`src/rtl/reduce_gate_pipe.sv`:
```
// Pipelined multi-channel reduction gate (AND/OR/XOR/NAND) built from registered FANIN-input tree levels.
// Optional build macro REDUCE_GATE_ACT_CNT_EN adds a 16-bit act_cnt output counting changes of valid out_data.
module reduce_gate_pipe #(
  parameter int WIDTH    = 3,
  parameter int CHANNELS = 1,
  parameter int FANIN    = 4
) (
  input  logic                      gclk,
  input  logic                      reset,
  input  logic                      en,
  input  logic [1:0]                mode,
  input  logic                      in_valid,
  input  logic [CHANNELS*WIDTH-1:0] in_data,
  output logic                      out_valid,
  output logic [CHANNELS-1:0]       out_data
`ifdef REDUCE_GATE_ACT_CNT_EN
  ,
  output logic [15:0]               act_cnt
`endif
);

  // Valid semantics: a sample is accepted when in_valid && en; there is no ready,
  // so in_valid with en low is dropped. out_valid marks out_data as meaningful.

  function automatic int calc_lat();
    int n;
    int l;
    n = WIDTH;
    l = 0;
    while (n > 1) begin
      n = (n + FANIN - 1) / FANIN;
      l++;
    end
    return (l == 0) ? 1 : l;
  endfunction

  localparam int LAT = calc_lat();

  function automatic int lvl_cnt(input int k);
    int n;
    n = WIDTH;
    for (int i = 0; i < k; i++) n = (n + FANIN - 1) / FANIN;
    return n;
  endfunction

  // One tree level: node j folds inputs j*FANIN .. j*FANIN+FANIN-1, with
  // missing inputs replaced by the identity of the operation.
  function automatic logic [WIDTH-1:0] reduce_level(input logic [WIDTH-1:0] src,
                                                    input int cnt,
                                                    input logic [1:0] op);
    logic [WIDTH*FANIN-1:0] pad;
    logic [FANIN-1:0]       grp;
    logic [WIDTH-1:0]       res;
    logic                   idn;
    idn = (op == 2'b00) || (op == 2'b11);
    pad = {(WIDTH*FANIN){idn}};
    for (int i = 0; i < WIDTH; i++) begin
      if (i < cnt) pad[i] = src[i];
    end
    res = '0;
    for (int j = 0; j < WIDTH; j++) begin
      grp = pad[j*FANIN +: FANIN];
      case (op)
        2'b01:   res[j] = |grp;
        2'b10:   res[j] = ^grp;
        default: res[j] = &grp;
      endcase
    end
    return res;
  endfunction

  // Root node: at most FANIN live inputs remain, identity padding is implicit.
  function automatic logic reduce_root(input logic [WIDTH-1:0] src,
                                       input int cnt,
                                       input logic [1:0] op);
    logic acc;
    acc = (op == 2'b00) || (op == 2'b11);
    for (int i = 0; i < WIDTH; i++) begin
      if (i < cnt) begin
        case (op)
          2'b01:   acc = acc | src[i];
          2'b10:   acc = acc ^ src[i];
          default: acc = acc & src[i];
        endcase
      end
    end
    return acc;
  endfunction

  logic [CHANNELS*WIDTH-1:0] last_data;
  logic [1:0]                last_mode;
  logic                      last_vld;

  if (LAT > 1) begin : g_mid
    logic [CHANNELS*WIDTH-1:0] lvl_q  [LAT-1];
    logic [CHANNELS*WIDTH-1:0] lvl_d  [LAT-1];
    logic [1:0]                mode_q [LAT-1];
    logic [1:0]                mode_d [LAT-1];
    logic [LAT-2:0]            vld_q;
    logic [LAT-2:0]            vld_d;

    always_comb begin
      for (int s = 0; s < LAT-1; s++) begin
        lvl_d[s]  = '0;
        mode_d[s] = 2'b00;
      end
      vld_d     = '0;
      mode_d[0] = mode;
      vld_d[0]  = in_valid;
      for (int c = 0; c < CHANNELS; c++) begin
        lvl_d[0][c*WIDTH +: WIDTH] = reduce_level(in_data[c*WIDTH +: WIDTH], WIDTH, mode);
      end
      for (int s = 1; s < LAT-1; s++) begin
        mode_d[s] = mode_q[s-1];
        vld_d[s]  = vld_q[s-1];
        for (int c = 0; c < CHANNELS; c++) begin
          lvl_d[s][c*WIDTH +: WIDTH] =
            reduce_level(lvl_q[s-1][c*WIDTH +: WIDTH], lvl_cnt(s), mode_q[s-1]);
        end
      end
    end

    always_ff @(posedge gclk) begin
      if (reset) begin
        for (int s = 0; s < LAT-1; s++) begin
          lvl_q[s]  <= '0;
          mode_q[s] <= 2'b00;
        end
        vld_q <= '0;
      end else if (en) begin
        for (int s = 0; s < LAT-1; s++) begin
          lvl_q[s]  <= lvl_d[s];
          mode_q[s] <= mode_d[s];
        end
        vld_q <= vld_d;
      end
    end

    assign last_data = lvl_q[LAT-2];
    assign last_mode = mode_q[LAT-2];
    assign last_vld  = vld_q[LAT-2];
  end else begin : g_nomid
    assign last_data = in_data;
    assign last_mode = mode;
    assign last_vld  = in_valid;
  end

  logic [CHANNELS-1:0] out_data_q;
  logic [CHANNELS-1:0] out_data_d;
  logic                out_valid_q;
  logic                out_valid_d;

  // NAND travels as AND through the tree and is inverted only here.
  always_comb begin
    out_valid_d = last_vld;
    out_data_d  = '0;
    for (int c = 0; c < CHANNELS; c++) begin
      out_data_d[c] = reduce_root(last_data[c*WIDTH +: WIDTH], lvl_cnt(LAT-1), last_mode)
                      ^ (last_mode == 2'b11);
    end
  end

  always_ff @(posedge gclk) begin
    if (reset) begin
      out_data_q  <= '0;
      out_valid_q <= 1'b0;
    end else if (en) begin
      out_data_q  <= out_data_d;
      out_valid_q <= out_valid_d;
    end
  end

  assign out_data  = out_data_q;
  assign out_valid = out_valid_q;

`ifdef REDUCE_GATE_ACT_CNT_EN
  logic [15:0]         act_cnt_q;
  logic [15:0]         act_cnt_d;
  logic [CHANNELS-1:0] prev_q;
  logic [CHANNELS-1:0] prev_d;

  // Counted as each valid result is loaded, so act_cnt lines up with out_data.
  always_comb begin
    act_cnt_d = act_cnt_q;
    prev_d    = prev_q;
    if (en && out_valid_d) begin
      if ((out_data_d != prev_q) && (act_cnt_q != 16'hFFFF)) act_cnt_d = act_cnt_q + 16'd1;
      prev_d = out_data_d;
    end
  end

  always_ff @(posedge gclk) begin
    if (reset) begin
      act_cnt_q <= '0;
      prev_q    <= '0;
    end else begin
      act_cnt_q <= act_cnt_d;
      prev_q    <= prev_d;
    end
  end

  assign act_cnt = act_cnt_q;
`endif

endmodule

```
`config.mk`:
```
export PLATFORM = sky130hd
export DESIGN_NAME = reduce_gate_pipe
export DESIGN_NICKNAME = d
export VERILOG_FILES = /design/src/rtl/reduce_gate_pipe.sv
export SDC_FILE = /design/constraint.sdc
export NUM_CORES = 1
export LEC_CHECK = 0
export CAP_MARGIN = 10
export CORE_AREA = 2 2 39 41
export CTS_CLUSTER_SIZE = 30
export DETAILED_ROUTE_END_ITERATION = 12
export DIE_AREA = 0 0 41 43
export PLACE_DENSITY = 0.5
export SLEW_MARGIN = 20
export SYNTH_ARGS = -nofsm -noshare
export SYNTH_HDL_FRONTEND = slang
export SYNTH_SLANG_ARGS = --single-unit
```
`constraint.sdc`:
```
create_clock -name gclk -period 5.2 [get_ports gclk]
set_clock_uncertainty 0.2 [all_clocks]
set_input_delay 1.04 -clock gclk [delete_from_list [all_inputs] [get_ports gclk]]
set_output_delay 1.04 -clock gclk [all_outputs]
set_load 0.02 [all_outputs]
```
==> results.py <==
metrics = {
    "yosys": {
        "ys_seq_area_frac": 0.141,
        "syn-cell-area_um2": 284,
        "synth-seq-cells": 2,
        "synth_nets": 54,
        "yosys_warnings": 0,
        "ys_types": 13,
        "syn_avg_cell_area_um2": 7.89,
        "syn_inst": 36,
    },
    "drt": {
        "firstDrtPassIters": 3,
        "ant_nets": 0,
        "drc": 0,
        "drt_wl_total_um": 471,
        "drt_first_iter_violations": 4,
        "vias": 243,
        "wire_per_inst_um": 7.25,
        "vias_per_cell": 3.74,
    },
    "clocking": {
        "clk_path_buf_depth": 2,
        "h-tree-depth": 1,
        "cts.reportedPaths.clkPinSlew_ns": 0.03,
        "cts_hold_buffers": 0,
        "clock_latency_ns": 0.22,
        "cts_buffers": 3,
        "cts_tree": "built",
        "cts_root_buffer": "clkbuf_4",
        "cts_setup_buffers": 0,
        "cts_resized": 0,
        "cts_sinks": 2,
    },
    "sta": {
        "setup_viol": 0,
        "finalWorstSetupSlack_ns": 0.977,
        "timing.final.crit_period_ns": 4.22,
        "hold_violations": 0,
        "setup_tns_ns": 0,
        "fmax_ghz": 0.237,
        "rsz0062_at_grt": "false",
        "slew_headroom": 0.836,
        "tightest_slew_ns": 0.243,
        "slew_viol_final": 0,
        "post-route-period-util": 0.812,
    },
    "setup_path": {
        "path_max_fanout": 7,
        "critPathMaxStageDelay_ns": 0.51,
        "cp_data_required_time_ns": 5.14,
        "critPathKind": "input port to register",
        "critical_path.startpoint_type": "input port",
        "worstPathArrival_ns": 4.17,
        "crit_cells": 17,
        "crit_slowest_cell": "clkdlybuf4s50_1",
        "crit_family": "adder cells",
        "end_kind": "register",
        "reg2reg_depth": 2,
        "crit_buf_inv": 5,
        "cp_cell_sequence": "clkdlybuf4s50_1 -> inv_1 -> ha_1 -> inv_1 -> ha_1 -> a22oi_1 -> o21ai_0 -> inv_1 -> ha_1 -> a22oi_1 -> o21ai_0 -> inv_1 -> ha_1 -> nand2_1 -> a31oi_1 -> xnor2_1 -> a211oi_2",
    },
    "grt": {
        "grt.total_usage": 0.0762,
        "antenna_found_initial": 0,
        "grt_max_degree": 8,
        "grt_pass1_vias": 226,
        "grt_first_pass_wirelength_um": 869,
        "overflow": 0,
    },
    "floorplan": {
        "die_area_mm2": 0.00176,
        "core_area_mm2": 0.00138,
        "initial_core_util": 0.205,
        "die_w_um": 41,
        "rows": 14,
        "ioPinCount": 11,
        "dieHeight_um": 43,
    },
    "finish": {
        "finish.utilization": 0.308,
        "drive_gt1_frac": 0.0816,
        "syn2layout_area_growth_pct": 50.2,
        "stdcell_area_um2": 427,
        "finalNetCount": 69,
        "antenna_cells": 0,
        "layout_common_cells": "inv_1, clkdlybuf4s50_1, ha_1",
    },
    "placement": {
        "place_area_um2": 404,
        "port_buffers": 10,
        "dp_slack_ns": 0.713,
        "hpwl_um": 392,
        "gp_congestion": 0.707,
    },
    "power_and_ir_drop": {
        "ir_drop_mv": 0.0888,
        "powerDensity_mw_per_mm2": 190,
        "finalPower_mw": 0.0809,
        "p_leak_nw": 0.212,
    },
    "worst_hold_path": {
        "hp-class": "register to register",
        "holdPathStages": 2,
    },
    "run_status": {
        "status": "finished, final reports clean",
    },
    "flow_run": {
        "maxCapViolations": 0,
    },
}
-- power by group --
part | switching, mW | internal, mW | leakage [nW]
logic | 0.0136 | 0.0159 | 0.182
clock network | 0.00871 | 0.0254 | 0.0138
registers | 0.000561 | 0.0167 | 0.0166
total | 0.0229 | 0.0580 | 0.212
-- final timing paths --
kind	start	to	slack [ns]
hold / removal	out_valid$_SDFFE_PP0P_	out_valid$_SDFFE_PP0P_	0.29
setup reg to reg	out_data$_SDFFE_PP0P_	out_data$_SDFFE_PP0P_	4.36
hold reg to reg	out_valid$_SDFFE_PP0P_	out_valid$_SDFFE_PP0P_	0.29
setup / recovery	mode[0]	out_data$_SDFFE_PP0P_	0.98
-- synthesized netlist by cell type --
| library cell | n | area (um2) |
|---|---|---|
| a22oi_1 | 2 | 15.0 |
| nor2b_1 | 1 | 6.26 |
| nand2b_1 | 1 | 6.26 |
| inv_1 | 10 | 37.5 |
| a211oi_2 | 1 | 12.5 |
| dfxtp_1 | 2 | 40.0 |
| xnor2_1 | 1 | 8.76 |
| mux2i_1 | 1 | 10.0 |
| nand2_1 | 3 | 11.3 |
| o21ai_0 | 2 | 10.0 |
| nor2_1 | 2 | 7.51 |
| ha_1 | 9 | 113 |
| a31oi_1 | 1 | 6.26 |
-- cells by family after synthesis --
logic type	Yosys count	synth area share
flops	2	0.141
xor+xnor	1	0.0308
compound gates	6	0.154
fa+ha+maj	9	0.396
simple gates	7	0.110
buf+inv	10	0.132
mux	1	0.0352
-- sequential cells by signal, summed over array words and instances, names as in the netlist --
signal     cells
out_valid      1
out_data       1
-- area by class of cell --
type	instances	area (um2)
sequential	2	40.0
timing repair buffer	10	100
multi-input combinational	24	206
tap	16	20.0
clock buffer	3	22.5
inverter	10	37.5
fill	154	957
-- worst register-to-register path, delay by kind of cell, from the launching register on --
| kind | cells | cell delay [ns] |
|---|---|---|
| AO/OA/AOI/OAI | 1 | 0.18 |
| flip-flops | 1 | 0.32 |
| AND/OR/NAND/NOR | 1 | 0.06 |
-- metal layers --
layer	routed length [um]	track usage	up-vias
li1	-	-	141
met1	255	0.112	96
met2	182	0.0719	6
met3	33	0.0628	0
met4	0	0.0400	0
met5	0	0	-
-- per-stage QoR --
step / std cells / hold slack [ns]
2_1_floorplan: 36 / 0.379
4_1_cts: 65 / 0.293
5_1_grt: 65 / 0.363
3_5_place_dp: 62 / 0.286
6_report: 65 / 0.290
3_3_place_gp: 62 / 0.297
(Power assumes the default switching activity.)
